[src/rtl/spi_byte_engine.sv]
// Byte-wide SPI master, mode 0, one frame per accepted start with a minimum cs-high gap.
// Optional macro SPI_LSB_FIRST_EN: LSB-first transmit and receive, same frame timing.
module spi_byte_engine #(
    parameter int CLK_DIV     = 4,
    parameter int CS_IDLE_MIN = 1
) (
    input  logic       clk,
    input  logic       rst_n,
    input  logic       start,
    input  logic [7:0] data_in,
    output logic [7:0] data_out,
    output logic       done,
    output logic       busy,
    output logic       sclk,
    output logic       mosi,
    input  logic       miso,
    output logic       cs
);

    typedef enum logic [2:0] {
        IDLE,
        SETUP,
        XFER,
        HOLD,
        GAP
    } state_t;

    localparam logic [7:0] DIV_LAST = 8'(CLK_DIV - 1);
    localparam logic [7:0] GAP_LAST = 8'(CS_IDLE_MIN - 1);

    state_t     r_state;
    logic [7:0] r_div;
    logic [2:0] r_bit;
    logic       r_end;
    logic [7:0] r_tx;
    logic [7:0] r_rx;
    logic [7:0] r_data_out;
    logic       r_sclk;
    logic       r_mosi;
    logic       r_cs;
    logic       r_done;
    logic       r_busy;

    logic       w_div_hit;
    logic       w_gap_hit;
    logic       w_accept;

`ifdef SPI_LSB_FIRST_EN
    function automatic logic first_bit(input logic [7:0] b);
        return b[0];
    endfunction

    function automatic logic [7:0] tx_shift(input logic [7:0] b);
        return {1'b0, b[7:1]};
    endfunction

    function automatic logic [7:0] rx_shift(input logic [7:0] r, input logic b);
        return {b, r[7:1]};
    endfunction
`else
    function automatic logic first_bit(input logic [7:0] b);
        return b[7];
    endfunction

    function automatic logic [7:0] tx_shift(input logic [7:0] b);
        return {b[6:0], 1'b0};
    endfunction

    function automatic logic [7:0] rx_shift(input logic [7:0] r, input logic b);
        return {r[6:0], b};
    endfunction
`endif

    assign w_div_hit = (r_div == DIV_LAST);
    assign w_gap_hit = (r_div == GAP_LAST);
    // The last GAP cycle may take a new request directly so back-to-back frames keep the minimum gap.
    assign w_accept  = start && ((r_state == IDLE) || ((r_state == GAP) && w_gap_hit));

    always_ff @(posedge clk or negedge rst_n) begin
        if (!rst_n) begin
            r_state    <= IDLE;
            r_div      <= '0;
            r_bit      <= '0;
            r_end      <= 1'b0;
            r_tx       <= '0;
            r_rx       <= '0;
            r_data_out <= '0;
            r_sclk     <= 1'b0;
            r_mosi     <= 1'b0;
            r_cs       <= 1'b1;
            r_done     <= 1'b0;
            r_busy     <= 1'b0;
        end else begin
            r_done <= 1'b0;
            if (w_accept) begin
                r_tx    <= data_in;
                r_mosi  <= first_bit(data_in);
                r_cs    <= 1'b0;
                r_busy  <= 1'b1;
                r_div   <= '0;
                r_bit   <= '0;
                r_end   <= 1'b0;
                r_state <= SETUP;
            end else begin
                case (r_state)
                    IDLE: begin
                        r_div <= '0;
                    end
                    SETUP: begin
                        if (w_div_hit) begin
                            r_div   <= '0;
                            r_sclk  <= 1'b1;
                            r_rx    <= rx_shift(r_rx, miso);
                            r_state <= XFER;
                        end else begin
                            r_div <= r_div + 8'd1;
                        end
                    end
                    XFER: begin
                        if (w_div_hit) begin
                            r_div <= '0;
                            // r_end marks the low half of the eighth bit cell, which closes the transfer.
                            if (r_end) begin
                                r_state <= HOLD;
                            end else if (r_sclk) begin
                                r_sclk <= 1'b0;
                                r_tx   <= tx_shift(r_tx);
                                if (r_bit == 3'd7) begin
                                    r_end  <= 1'b1;
                                    r_mosi <= 1'b0;
                                end else begin
                                    r_bit  <= r_bit + 3'd1;
                                    r_mosi <= first_bit(tx_shift(r_tx));
                                end
                            end else begin
                                r_sclk <= 1'b1;
                                r_rx   <= rx_shift(r_rx, miso);
                            end
                        end else begin
                            r_div <= r_div + 8'd1;
                        end
                    end
                    HOLD: begin
                        if (w_div_hit) begin
                            r_div      <= '0;
                            r_cs       <= 1'b1;
                            r_done     <= 1'b1;
                            r_data_out <= r_rx;
                            r_state    <= GAP;
                        end else begin
                            r_div <= r_div + 8'd1;
                        end
                    end
                    GAP: begin
                        if (w_gap_hit) begin
                            r_div   <= '0;
                            r_busy  <= 1'b0;
                            r_state <= IDLE;
                        end else begin
                            r_div <= r_div + 8'd1;
                        end
                    end
                    default: begin
                        r_state <= IDLE;
                    end
                endcase
            end
        end
    end

    assign data_out = r_data_out;
    assign done     = r_done;
    assign busy     = r_busy;
    assign sclk     = r_sclk;
    assign mosi     = r_mosi;
    assign cs       = r_cs;

endmodule
[config.mk]
export PLATFORM = sky130hd
export DESIGN_NAME = spi_byte_engine
export DESIGN_NICKNAME = d
export VERILOG_FILES = /design/src/rtl/spi_byte_engine.sv
export SDC_FILE = /design/constraint.sdc
export NUM_CORES = 1
export LEC_CHECK = 0
export BUFFER_PORTS_ARGS = -buffer_cell sky130_fd_sc_hd__buf_4
export CAP_MARGIN = 10
export CORE_ASPECT_RATIO = 0.75
export CORE_MARGIN = 2
export CORE_UTILIZATION = 55
export DETAILED_ROUTE_END_ITERATION = 12
export PLACE_DENSITY = 0.79
export SETUP_SLACK_MARGIN = 0.5
export SYNTH_ARGS = -nofsm -noshare
export SYNTH_HDL_FRONTEND = slang
export SYNTH_SLANG_ARGS = --single-unit
[constraint.sdc]
create_clock -name clk -period 2.4 [get_ports clk]
set_input_delay 0.48 -clock clk [delete_from_list [all_inputs] [get_ports clk]]
set_output_delay 0.48 -clock clk [all_outputs]
set_load 0.03 [all_outputs]
# Yosys cells after proc, flatten, opt, wreduce, memory -nomap -nowiden
# Cells that the tools add are included.
# totals
wordCells,108
regBits,43
output_inout_bits,13
in_bits,12
# op_classes
n_bitwise,1
add_sub_neg,2
n_reduce_logical,23
mux,52
eq_ne,18
# ops
operator,count
$mux W8,7
$mux W3,12
$mux W7,5
$mux W1,24
$pmux W8 S3,1
$pmux W8 S2,1
$ne A3 B3 Y1 const B,5
$pmux W3 S5,1
$reduce_bool A2 Y1,7
$ne A2 B2 Y1 const B,6
$reduce_and A6 Y1,2
$reduce_and A5 Y1,2
$add A8 B1 Y8 const B,1
$eq A8 B2 Y1 const B,1
$logic_not A8 Y1,1
$eq A3 B2 Y1 const B,2
$eq A3 B3 Y1 const B,2
$reduce_and A2 Y1,3
$reduce_and A4 Y1,1
$reduce_bool A4 Y1,1
$add A3 B1 Y3 const B,1
$eq A3 B1 Y1 const B,1
$logic_not A3 Y1,1
$reduce_and A3 Y1,1
other kinds (6),7

# Longest topological paths before layout
# Gate-level depths: netlist (run 1).
# logic_depth
ltp_word,7
depth_mapped,6
depth_no_buf,5

# Worst setup path after synthesis (run 1)
# No wires, ideal clock.
# synth_path
path_type,reg2reg
from,reg r_div[0]
to,reg r_tx[1]
period_less_slack_ps,2102
n_path_buf,1
arrival_ps,1977
stages_incl_launch_ff,7
t_required_ps,2275
setup_slack_ps,298
cell_sequence,dfrtp_1 ha_1 nor3b_1 and4_1 buf_2 mux2_2 mux2_2
# synth_between
elab_chain_len,6
word_cells_on_any_way,11
# synth_lines
item,line_no,source
from (decl),32,logic [7:0] r_div;
from (signal assigned),116,r_div <= r_div + 8'd1;
from (signal assigned),140,r_div <= r_div + 8'd1;
from (signal assigned),151,r_div <= r_div + 8'd1;
$logic_not A8 Y1,75,assign w_gap_hit = (r_div == GAP_LAST);
$logic_and A1 B1 Y1,77,assign w_accept = start && ((r_state == IDLE) || ((r_state == GAP) && w_gap_hit));
$logic_or A1 B1 Y1,77,
$logic_and A1 B1 Y1,77,
$ne A2 B1 Y1 (no line) / $reduce_bool A2 Y1 (equally long branches),-,
$reduce_and A4 Y1 (no line),-,
to (signal assigned),96,r_tx <= data_in;
to (signal assigned),127,r_tx <= tx_shift(r_tx);
to (decl),35,logic [7:0] r_tx;
# Several ways; a longest one is shown, not always the timed one.
# A chain may end at the register's enable or synchronous reset.

# Worst setup path after layout (run 1)
# layout_path
from,reg r_state[1]
to,reg r_tx[2]
# layout_between
elab_chain_len,6
word_cells_on_any_way,12
# layout_lines
item,line_no,source
from (decl),31,state_t r_state;
from (signal assigned),81,r_state <= IDLE;
from (signal assigned),103,r_state <= SETUP;
from (signal assigned),114,r_state <= XFER;
$eq A3 B3 Y1,77,
$logic_and A1 B1 Y1,77,
$logic_or A1 B1 Y1,77,
$logic_and A1 B1 Y1,77,
$ne A2 B1 Y1 (no line) / $reduce_bool A2 Y1 (equally long branches),-,
$reduce_and A4 Y1 (no line),-,
# Several ways; a longest one is shown, not always the timed one.

==> impl_metrics.sql, run 1 <==
INSERT INTO impl_metrics (metric_group, metric, value, unit) VALUES
('clocking', 'cts_root_buf', 'sky130_fd_sc_hd__clkbuf_8', ''),
('die', 'die_h', '56.92', 'um'),
('critical_path', 'startpoint_type', 'register', ''),
('synthesis', 'dominantRegCellSynth', 'sky130_fd_sc_hd__dfrtp_1', ''),
('grt', 'maximum_number_of_pins_on_one_net_before_global_route_repair', '44', ''),
('synthesis', 'fraction_of_synthesis_flops_using_an_asynchronous_set_or_reset_pin', '1.000', ''),
('sta', 'tightest_slew', '560.3', 'ps'),
('sta', 'timing.final.crit_share', '0.8221', ''),
('grt', 'grt_overflow_total', '0', ''),
('placement', 'placement.setup.worst_slack', '237.3', 'ps'),
('grt', 'number_of_antenna_violations_at_the_first_check_in_global_routing', '0', ''),
('critical_path', 'worst-r2r-setup-slack', '430', 'ps'),
('critical_path', 'crit_path_start', 'r_state[1]', ''),
('synthesis', 'netlist_area', '2053', 'um2'),
('job', 'max_cap_violations', '0', ''),
('critical_path', 'r2r_start', 'r_state[1]', ''),
('status', 'run_status', 'finished, final reports clean', ''),
('placement', 'dp_hpwl', '3.106', 'mm'),
('critical_path', 'critical_path.top_delay_family', 'simple AND/OR/NAND/NOR gates', ''),
('critical_path', 'critical-path-max-stage-delay', '560', 'ps'),
('finish', 'final_layout_size_suffix_gt1_frac', '0.4444', ''),
('sta', 'finalSetupTns', '0', 'ps'),
('critical_path', 'maximum_net_fanout_on_the_critical_path', '8', ''),
('critical_path', 'critPathKind', 'reg2reg', ''),
('die', 'ios', '25', ''),
('sta', 'final_hold_viol_count', '0', ''),
('synthesis', 'synthesis.yosys.warnings', '0', ''),
('sta', 'setup_viol_count_final', '0', ''),
('clocking', 'clock_buffer_depth', '2', ''),
('die', 'die_area', '4243', 'um2'),
('clocking', 'htree_num_levels', '2', ''),
('power', 'total_power', '2.695', 'mW'),
('critical_path', 'worst_r2r_path_depth', '5', ''),
('critical_path', 'cp.buffers_inverters', '1', ''),
('clocking', 'cts_inserted_buffers', '5', ''),
('synthesis', 'post_synth_inst_count', '183', ''),
('drt', 'routed_via_density', '5.867', ''),
('sta', 'finalMaxSlewViolations', '0', ''),
('grt', 'grt_first_pass_wirelength', '7.769', 'mm'),
('clocking', 'tritoncts', 'done', ''),
('clocking', 'cts_hold_repair.buffers', '0', ''),
('synthesis', 'synth.yosys.seq_area_share', '0.5247', ''),
('drt', 'drcViolationCount', '0', ''),
('power', 'power.density_cell_area', '988.8', 'nW/um2'),
('sta', 'timing.hold.ws', '152.4', 'ps'),
('sta', 'clock-skew-final', '13.48', 'ps'),
('critical_path', 'arrival_time_at_the_worst_endpoint', '2170', 'ps'),
('critical_path', 'cp-endpoint', 'r_tx[2]', ''),
('synthesis', 'synth-seq-cells', '43', ''),
('power', 'static-leakage-power', '1.234', 'nW'),
('sta', 'setup_repair_after_global_routing_missed_its_margin', 'true', ''),
('critical_path', 'worst_setup_path_end_kind', 'register', ''),
('synthesis', 'post_synth_num_cell_types', '41', ''),
('synthesis', 'syn-num-nets', '199', ''),
('die', 'rows', '19', ''),
('sta', 'min_period', '1973', 'ps'),
('synthesis', 'synth-edff-count', '0', ''),
('die', 'initial_utilization', '0.5682', ''),
('synthesis', 'synth_area_per_cell', '11.22', 'um2'),
('hold_path', 'hold_path_class', 'in2async', ''),
('power', 'vdd.ir_drop.worst', '0.5327', 'mV'),
('grt', 'groute.usage.overall', '0.2456', ''),
('critical_path', 'timing.critical_path.cells', 'and4bb_4 -> and4_1 -> buf_6 -> mux2_4 -> mux2_2', ''),
('die', 'die_w', '74.55', 'um'),
('grt', 'number_of_global_route_vias_before_repair', '1650', ''),
('critical_path', 'crit_path_top_delay_cell', 'sky130_fd_sc_hd__dfrtp_1', ''),
('drt', 'first_pass_iters', '4', ''),
('critical_path', 'cp.depth', '5', ''),
('sta', 'post-route-worst-setup-slack', '426.9', 'ps'),
('sta', 'max-slew-margin-rel', '0.6251', ''),
('finish', 'area_delta_synth_final', '32.72', '%');
==> layout make-up <==
type | instances | area (um2)
multi-input combinational | 128 | 1055
fill | 247 | 888.4
sequential | 43 | 1084
tap | 52 | 65.06
timing repair buffer | 47 | 376.6
clock buffer | 5 | 68.82
inverter | 8 | 30.03
clock inverter | 3 | 46.29
==> flip-flops by register name (all words and copies together) (netlist names) <==
| register | flops |
|---|---|
| cs | 1 |
| done | 1 |
| r_state | 3 |
| sclk | 1 |
| data_out | 8 |
| busy | 1 |
| r_bit | 3 |
| mosi | 1 |
| r_end | 1 |
| r_rx | 8 |
| r_div | 8 |
| r_tx | 7 |
==> Yosys cell counts, types with 2 or more instances <==
cell type | n | area share
sky130_fd_sc_hd__a21oi_1 | 6 | 0.015
sky130_fd_sc_hd__a31oi_1 | 2 | 0.0061
sky130_fd_sc_hd__buf_2 | 3 | 0.0073
sky130_fd_sc_hd__dfrtp_1 | 42 | 0.51
sky130_fd_sc_hd__ha_1 | 4 | 0.024
sky130_fd_sc_hd__inv_1 | 8 | 0.015
sky130_fd_sc_hd__mux2_2 | 26 | 0.14
sky130_fd_sc_hd__mux2i_1 | 3 | 0.015
sky130_fd_sc_hd__nand2_1 | 19 | 0.035
sky130_fd_sc_hd__nand3_1 | 6 | 0.015
sky130_fd_sc_hd__nand4_1 | 4 | 0.012
sky130_fd_sc_hd__nor2_1 | 10 | 0.018
sky130_fd_sc_hd__nor2b_1 | 3 | 0.0091
sky130_fd_sc_hd__nor3_1 | 2 | 0.0049
sky130_fd_sc_hd__o211ai_1 | 5 | 0.018
sky130_fd_sc_hd__o21ai_0 | 14 | 0.034
sky130_fd_sc_hd__or3_1 | 2 | 0.0061
==> report_power, final <==
| group | leakage (nW) | internal [mW] | switching, mW |
|---|---|---|---|
| registers | 0.555 | 0.893 | 0.148 |
| clock network | 0.0548 | 0.314 | 0.269 |
| logic | 0.624 | 0.531 | 0.539 |
==> per-stage QoR <==
step / cells / cell area [um2]
final: 286 / 2725
after global placement: 261 / 2362
after floorplan: 183 / 2101
after detailed placement: 261 / 2362
after CTS: 281 / 2614
after global routing: 286 / 2725
==> worst min path at each step <==
stage	from	end	slack [ps]	depth (start not counted)
final	rst_n	data_out[1]	150	1
after global routing	rst_n	r_rx[3]	190	1
after CTS	rst_n	data_out[2]	170	1
after detailed placement	cs	cs	490	2
after global placement	rst_n	r_div[0]	490	1
after floorplan	rst_n	busy	180	0
==> timing repair <==
item                       in CTS  in global routing
cloned                          0                  1
gates resized for setup        10                 19
setup endpoints to repair      23                 29
setup buffers                  12                  4
pin swaps                       7                  6
==> kinds of logic after synthesis <==
kind of cell | synth area share
xor+xnor | 0.004266
buf+inv | 0.02559
flops | 0.5247
fa+ha+maj | 0.02438
compound gates | 0.1109
mux | 0.1572
simple gates | 0.1530
==> routing by layer <==
| metal | routed length [um] | part of all wire | vias up | global-route usage |
|---|---|---|---|---|
| met5 | 0 | 0 | - | 0 |
| met4 | 117 | 0.023 | 0 | 0.09184 |
| met3 | 296 | 0.058 | 14 | 0.06643 |
| met2 | 2617 | 0.51 | 79 | 0.3881 |
| met1 | 2077 | 0.41 | 828 | 0.3247 |
| li1 | - | - | 757 | - |
Note: power is estimated with default switching activity, not from simulation.
==> run 2, diff against run 1 <==
==> constraint.sdc (replaced) <==
create_clock -name clk -period 1.9 [get_ports clk]
set_input_delay 0.38 -clock clk [delete_from_list [all_inputs] [get_ports clk]]
set_output_delay 0.38 -clock clk [all_outputs]
set_load 0.03 [all_outputs]
==> run 2 against run 1 <==
  * Combinational power rose by 68%
  * Sequential share of layout area fell by 3.6 points
  * Critical path type unchanged
  * Global-route usage rose by 1.6 points
  * The flow now finishes with violations (setup timing)
  * Die area did not move
  * Core utilization rose by 7.1 points
  * Sequential cell count did not move
==> impl_metrics.sql, run 2 (synthesis gave the netlist of run 1 again) <==
INSERT INTO impl_metrics (metric_group, metric, value, unit) VALUES
('drt', 'num_vias', '1829', ''),
('drt', 'first_pass_iters', '4', ''),
('grt', 'maximum_number_of_pins_on_one_net_before_global_route_repair', '44', ''),
('sta', 'finalMaxSlewViolations', '0', ''),
('die', 'die_w', '74.55', 'um'),
('placement', 'placement.setup.worst_slack', '16.50', 'ps'),
('sta', 'min_period', '1963', 'ps'),
('die', 'rows', '19', ''),
('placement', 'place_congestion', '0.9300', ''),
('sta', 'tightest_slew', '588.5', 'ps'),
('grt', 'groute.usage.overall', '0.2615', ''),
('die', 'die_h', '56.92', 'um'),
('sta', 'setup_repair_after_global_routing_missed_its_margin', 'true', ''),
('finish', 'area_delta_synth_final', '45.16', '%'),
('power', 'static-leakage-power', '1.329', 'nW'),
('placement', 'dp_hpwl', '3.366', 'mm'),
('sta', 'clock-skew-final', '7.140', 'ps'),
('sta', 'finalSetupTns', '-428.0', 'ps'),
('finish', 'ant_cells', '0', ''),
('hold_path', 'hold_path_class', 'in2async', ''),
('drt', 'routed-wl-met2', '3.112', 'mm'),
('clocking', 'cts_sinks', '43', ''),
('critical_path', 'arrival_time_at_the_worst_endpoint', '2210', 'ps'),
('clocking', 'cts_inserted_buffers', '5', ''),
('die', 'ios', '25', ''),
('status', 'violations', 'setup timing', ''),
('drt', 'drt_iter0_drc', '205', ''),
('drt', 'ant_nets', '0', ''),
('placement', 'placed_cell_area', '2510', 'um2'),
('clocking', 'clock_buffer_depth', '2', ''),
('critical_path', 'maximum_net_fanout_on_the_critical_path', '5', ''),
('finish', 'nFillCells', '195', ''),
('clocking', 'cts_root_buf', 'sky130_fd_sc_hd__clkbuf_8', ''),
('drt', 'postRouteWirelength', '6.496', 'mm'),
('clocking', 'path_clk_slew', '90', 'ps'),
('grt', 'grt_overflow_total', '0', ''),
('die', 'design.core.area', '3613', 'um2'),
('drt', 'route.met3.wl', '437', 'um'),
('drt', 'dr.max_layer_used', 'met4', ''),
('die', 'initial_utilization', '0.5682', ''),
('placement', 'io_buffer_count', '24', ''),
('sta', 'max_freq', '509.5', 'MHz'),
('sta', 'timing.hold.ws', '47.62', 'ps'),
('drt', 'wl_met1', '2.727', 'mm'),
('placement', 'place_inst', '278', ''),
('critical_path', 'worst_setup_path_end_kind', 'register', ''),
('finish', 'mostFrequentLayoutCells', 'sky130_fd_sc_hd__buf_4, sky130_fd_sc_hd__dfrtp_1, sky130_fd_sc_hd__mux2_4', ''),
('finish', 'layout_commonest_cell', 'sky130_fd_sc_hd__buf_4', ''),
('drt', 'routed_via_density', '6.117', ''),
('grt', 'number_of_global_route_vias_before_repair', '1717', ''),
('power', 'power.density_cell_area', '1262', 'nW/um2'),
('clocking', 'tritoncts', 'done', ''),
('die', 'die_area', '4243', 'um2'),
('sta', 'final_hold_viol_count', '0', ''),
('drt', 'drcViolationCount', '0', ''),
('clocking', 'htree_num_levels', '2', ''),
('critical_path', 'critPathKind', 'reg2reg', ''),
('sta', 'timing.final.crit_share', '1.033', ''),
('drt', 'route.detailed.wl_per_inst', '21.73', 'um'),
('sta', 'post-route-worst-setup-slack', '-62.87', 'ps'),
('power', 'vdd.ir_drop.worst', '1.070', 'mV'),
('job', 'max_cap_violations', '0', ''),
('sta', 'max-slew-margin-rel', '0.6062', ''),
('status', 'run_status', 'finished with violations', ''),
('finish', 'final_net_count', '262', ''),
('finish', 'stdcell_area', '2980', 'um2'),
('finish', 'final_layout_size_suffix_gt1_frac', '0.5142', ''),
('clocking', 'clock_insertion_delay_worst_skew', '310', 'ps'),
('critical_path', 'startpoint_type', 'register', ''),
('grt', 'number_of_antenna_violations_at_the_first_check_in_global_routing', '0', ''),
('finish', 'instances_no_fill', '299', ''),
('sta', 'setup_viol_count_final', '15', ''),
('critical_path', 'critical_path_required', '2140', 'ps'),
('grt', 'grt_first_pass_wirelength', '8.266', 'mm');
==> run 2: cell count changes in the layout (fill, tap and decap cells not counted), moves of 4 or more <==
cell / previous run / this run
sky130_fd_sc_hd__dfrtp_1: 37 / 41
sky130_fd_sc_hd__o21ai_1: 0 / 5
sky130_fd_sc_hd__buf_6: 3 / 14
sky130_fd_sc_hd__dfrtp_2: 5 / 1
sky130_fd_sc_hd__o21ai_2: 0 / 7
sky130_fd_sc_hd__mux2_4: 13 / 23
sky130_fd_sc_hd__mux2_2: 13 / 3
sky130_fd_sc_hd__o21ai_0: 14 / 2
==> run 2: repair_timing <==
item,CTS,global route
hold buffers,0,0
hold endpoints to repair,0,0
setup endpoints to repair,42,43
gates resized for setup,22,53
pin swaps,5,18
gates cloned,1,0
buffers inserted,5,7
==> run 2: worst paths after layout <==
| path | to | slack, ps | depth (start not counted) | start |
|---|---|---|---|---|
| max | r_bit[0] | -60 | 7 | r_div[3] |
| min | r_div[6] | 50 | 1 | rst_n |
| max reg2reg | r_bit[0] | -60 | 7 | r_div[3] |
| min reg2reg | cs | 500 | 2 | cs |
| max in group asynchronous | r_state[2] | 1450 | 1 | rst_n |
| min in group clk | r_tx[6] | 300 | 2 | data_in[6] |
==> run 2: worst max-delay path, cell delays in order, from the launching register on <==
cell	delay (ps)
sky130_fd_sc_hd__dfrtp_1	440
sky130_fd_sc_hd__nor4_4	310
sky130_fd_sc_hd__buf_6	160
sky130_fd_sc_hd__buf_6	110
sky130_fd_sc_hd__buf_6	90
sky130_fd_sc_hd__nand4_1	160
sky130_fd_sc_hd__or3_1	470
sky130_fd_sc_hd__a21oi_2	150
==> run 2: metal layers <==
metal  up-vias  track usage
met5         -            0
met4         0      0.06888
met3        26      0.05566
met2       100       0.4399
met1       918       0.3439
li1        785            -
==> run 2: where the power goes <==
group | internal (mW) | switching [mW]
Sequential | 1.12 | 0.204
Clock | 0.263 | 0.369
Combinational | 0.888 | 0.913
Total | 2.28 | 1.49
==> run 2: cell type report <==
type,count,area (um2),area share
inverters,8,30.03,0.01008
clock buffers,5,68.82,0.02309
multi-input cells,129,1206,0.4047
clock inverters,3,23.77,0.007976
repair buffers,59,508.0,0.1704
flip-flops and latches,43,1079,0.3619
well taps,52,65.06,0.02183
==> run 2: stage by stage <==
stage,power (mW),util
after floorplan,2.051,-
after global placement,2.471,0.6946
after detailed placement,2.565,0.6946
after CTS,3.287,0.7548
after global routing,3.894,0.8248
final,3.762,0.8248
==> run 3, diff against run 2 <==
--- a/config.mk
+++ b/config.mk
@@ -13,6 +13,7 @@
 export DETAILED_ROUTE_END_ITERATION = 12
 export PLACE_DENSITY = 0.79
 export SETUP_SLACK_MARGIN = 0.5
+export SKIP_CTS_REPAIR_TIMING = 1
 export SYNTH_ARGS = -nofsm -noshare
 export SYNTH_HDL_FRONTEND = slang
 export SYNTH_SLANG_ARGS = --single-unit
==> run 3 against run 2 <==
  * The run still ends with setup timing left
  * Combinational power fell by 5%
  * Non-clock buffer count fell by 3
  * Via count fell by 0.33%
  * Global-route usage fell by 3.0 points
  * Worst hold slack improved by 9.2 ps
  * Core utilization fell by 1.8 points
  * Clock power fell by 5.5%
  * Sequential share of layout area rose by 0.85 points
  * First-iteration DRC count rose by 23%
  * Power fell by 3.6%
  * Highest routed layer unchanged
==> impl_metrics.sql, run 3 (synthesis gave the netlist of run 1 again) <==
INSERT INTO impl_metrics (metric_group, metric, value, unit) VALUES
('status', 'run_status', 'finished with violations', ''),
('status', 'violations', 'setup timing', ''),
('sta', 'max_freq', '513.7', 'MHz'),
('drt', 'drt_iter0_drc', '252', ''),
('finish', 'final_net_count', '259', ''),
('critical_path', 'arrival_time_at_the_worst_endpoint', '2130', 'ps'),
('critical_path', 'crit_path_top_delay_cell', 'sky130_fd_sc_hd__dfrtp_1', ''),
('sta', 'finalMaxSlewViolations', '0', ''),
('clocking', 'clock_insertion_delay_worst_skew', '300', 'ps'),
('finish', 'nFillCells', '204', ''),
('clocking', 'cts_inserted_buffers', '5', ''),
('power', 'static-leakage-power', '1.319', 'nW'),
('sta', 'setup_repair_after_global_routing_missed_its_margin', 'true', ''),
('sta', 'timing.final.crit_share', '1.025', ''),
('drt', 'first_pass_iters', '4', ''),
('die', 'ios', '25', ''),
('clocking', 'tritoncts', 'done', ''),
('critical_path', 'critPathKind', 'reg2reg', ''),
('clocking', 'cts_root_buf', 'sky130_fd_sc_hd__clkbuf_8', ''),
('drt', 'drcViolationCount', '0', ''),
('power', 'total_power', '3.626', 'mW'),
('power', 'vdd.ir_drop.worst', '0.9316', 'mV'),
('finish', 'ant_cells', '0', ''),
('critical_path', 'startpoint_type', 'register', ''),
('sta', 'final_hold_viol_count', '0', ''),
('placement', 'dp_hpwl', '3.366', 'mm'),
('grt', 'groute.usage.overall', '0.2312', ''),
('clocking', 'cts_sinks', '43', ''),
('grt', 'grt_first_pass_wirelength', '7.465', 'mm'),
('grt', 'maximum_number_of_pins_on_one_net_before_global_route_repair', '44', ''),
('grt', 'top_usage_layer', 'met2', ''),
('critical_path', 'maximum_net_fanout_on_the_critical_path', '8', ''),
('drt', 'num_vias', '1823', ''),
('clocking', 'htree_num_levels', '2', ''),
('sta', 'timing.hold.ws', '56.78', 'ps'),
('power', 'power.density_cell_area', '1244', 'nW/um2'),
('finish', 'layout_commonest_cell', 'sky130_fd_sc_hd__buf_4', ''),
('die', 'die_h', '56.92', 'um'),
('sta', 'clock-skew-final', '5.663', 'ps'),
('sta', 'setup_viol_count_final', '9', ''),
('finish', 'area_delta_synth_final', '41.99', '%'),
('grt', 'number_of_global_route_vias_before_repair', '1644', ''),
('placement', 'place_congestion', '0.9300', ''),
('placement', 'io_buffer_count', '24', ''),
('finish', 'mostFrequentLayoutCells', 'sky130_fd_sc_hd__buf_4, sky130_fd_sc_hd__dfrtp_1, sky130_fd_sc_hd__mux2_4', ''),
('clocking', 'path_clk_slew', '90', 'ps'),
('grt', 'groute.layer.met1.usage', '0.3134', ''),
('critical_path', 'critical-path-max-stage-delay', '420', 'ps'),
('die', 'design.core.area', '3613', 'um2'),
('sta', 'min_period', '1947', 'ps'),
('die', 'rows', '19', ''),
('sta', 'max-slew-margin-rel', '0.6448', ''),
('sta', 'post-route-worst-setup-slack', '-46.80', 'ps'),
('clocking', 'clock_buffer_depth', '2', ''),
('finish', 'final_layout_size_suffix_gt1_frac', '0.5000', ''),
('hold_path', 'hold_path_class', 'in2async', ''),
('job', 'max_cap_violations', '0', ''),
('grt', 'grt_overflow_total', '0', ''),
('drt', 'postRouteWirelength', '5.654', 'mm'),
('grt', 'number_of_antenna_violations_at_the_first_check_in_global_routing', '0', ''),
('grt', 'grt_util_met2', '0.3869', ''),
('critical_path', 'critical_path_required', '2090', 'ps'),
('finish', 'register_area', '1080', 'um2'),
('critical_path', 'worst_setup_path_end_kind', 'register', ''),
('drt', 'routed_via_density', '6.159', ''),
('die', 'die_w', '74.55', 'um'),
('grt', 'globalRouteMet3Util', '0.05206', ''),
('sta', 'tightest_slew', '532.8', 'ps'),
('die', 'initial_utilization', '0.5682', ''),
('critical_path', 'timing.critical_path.cells', 'nor4_4 -> buf_6 -> and4_4 -> buf_6 -> mux2_4 -> mux2_4', ''),
('die', 'die_area', '4243', 'um2'),
('drt', 'route.detailed.wl_per_inst', '19.10', 'um'),
('finish', 'multi_input_comb_area', '1181', 'um2'),
('drt', 'ant_nets', '0', '');
==> run 3: path summary, 6_finish.rpt <==
path | start | end | slack (ps) | cells after the start
max in group asynchronous | rst_n | r_state[0] | 1450 | 1
worst max-delay path | r_div[5] | r_tx[4] | -50 | 6
worst min-delay path | rst_n | r_div[2] | 60 | 1
min in group clk | data_in[1] | r_tx[1] | 310 | 2
worst max register to register | r_div[5] | r_tx[4] | -50 | 6
worst min register to register | cs | cs | 490 | 2
==> run 3: layer usage <==
layer  part of all wire  vias to the layer above  wire length (um)
met3              0.082                       27               464
met2               0.49                      115              2743
met4              0.035                        0               199
met5                  0                        -                 0
met1               0.40                      894              2246
li1                   -                      787                 -
==> run 3: where the power goes <==
part           switching, mW  internal (mW)
clock network          0.334          0.263
registers              0.193           1.13
logic                  0.856          0.854
==> run 3: through the flow <==
step                area (um2)  setup WS (ps)    util  instances  TNS, ps
global placement          2510          61.74  0.6946        278        0
floorplan                 2108         -69.04       -        183   -746.2
finish                    2915         -46.80  0.8068        296   -89.77
global route              2915         -55.41  0.8068        296   -250.6
CTS                       2603          2.957  0.7202        286        0
detailed placement        2510          16.50  0.6946        278        0
==> run 3: final cells by class <==
cell class | count | area share
clock buffer | 5 | 0.02361
sequential | 43 | 0.3704
inverter | 8 | 0.01030
tap | 52 | 0.02232
clock inverter | 3 | 0.008154
multi-input combinational | 129 | 0.4051
timing repair buffer | 56 | 0.1601
==> run 3: worst max-delay path: cells and delay by family, from the launching register on <==
| family | cells | cell delay, ps |
|---|---|---|
| muxes | 2 | 590 |
| and+or+nand+nor | 2 | 510 |
| DFF | 1 | 420 |
| buffers and inverters | 2 | 300 |
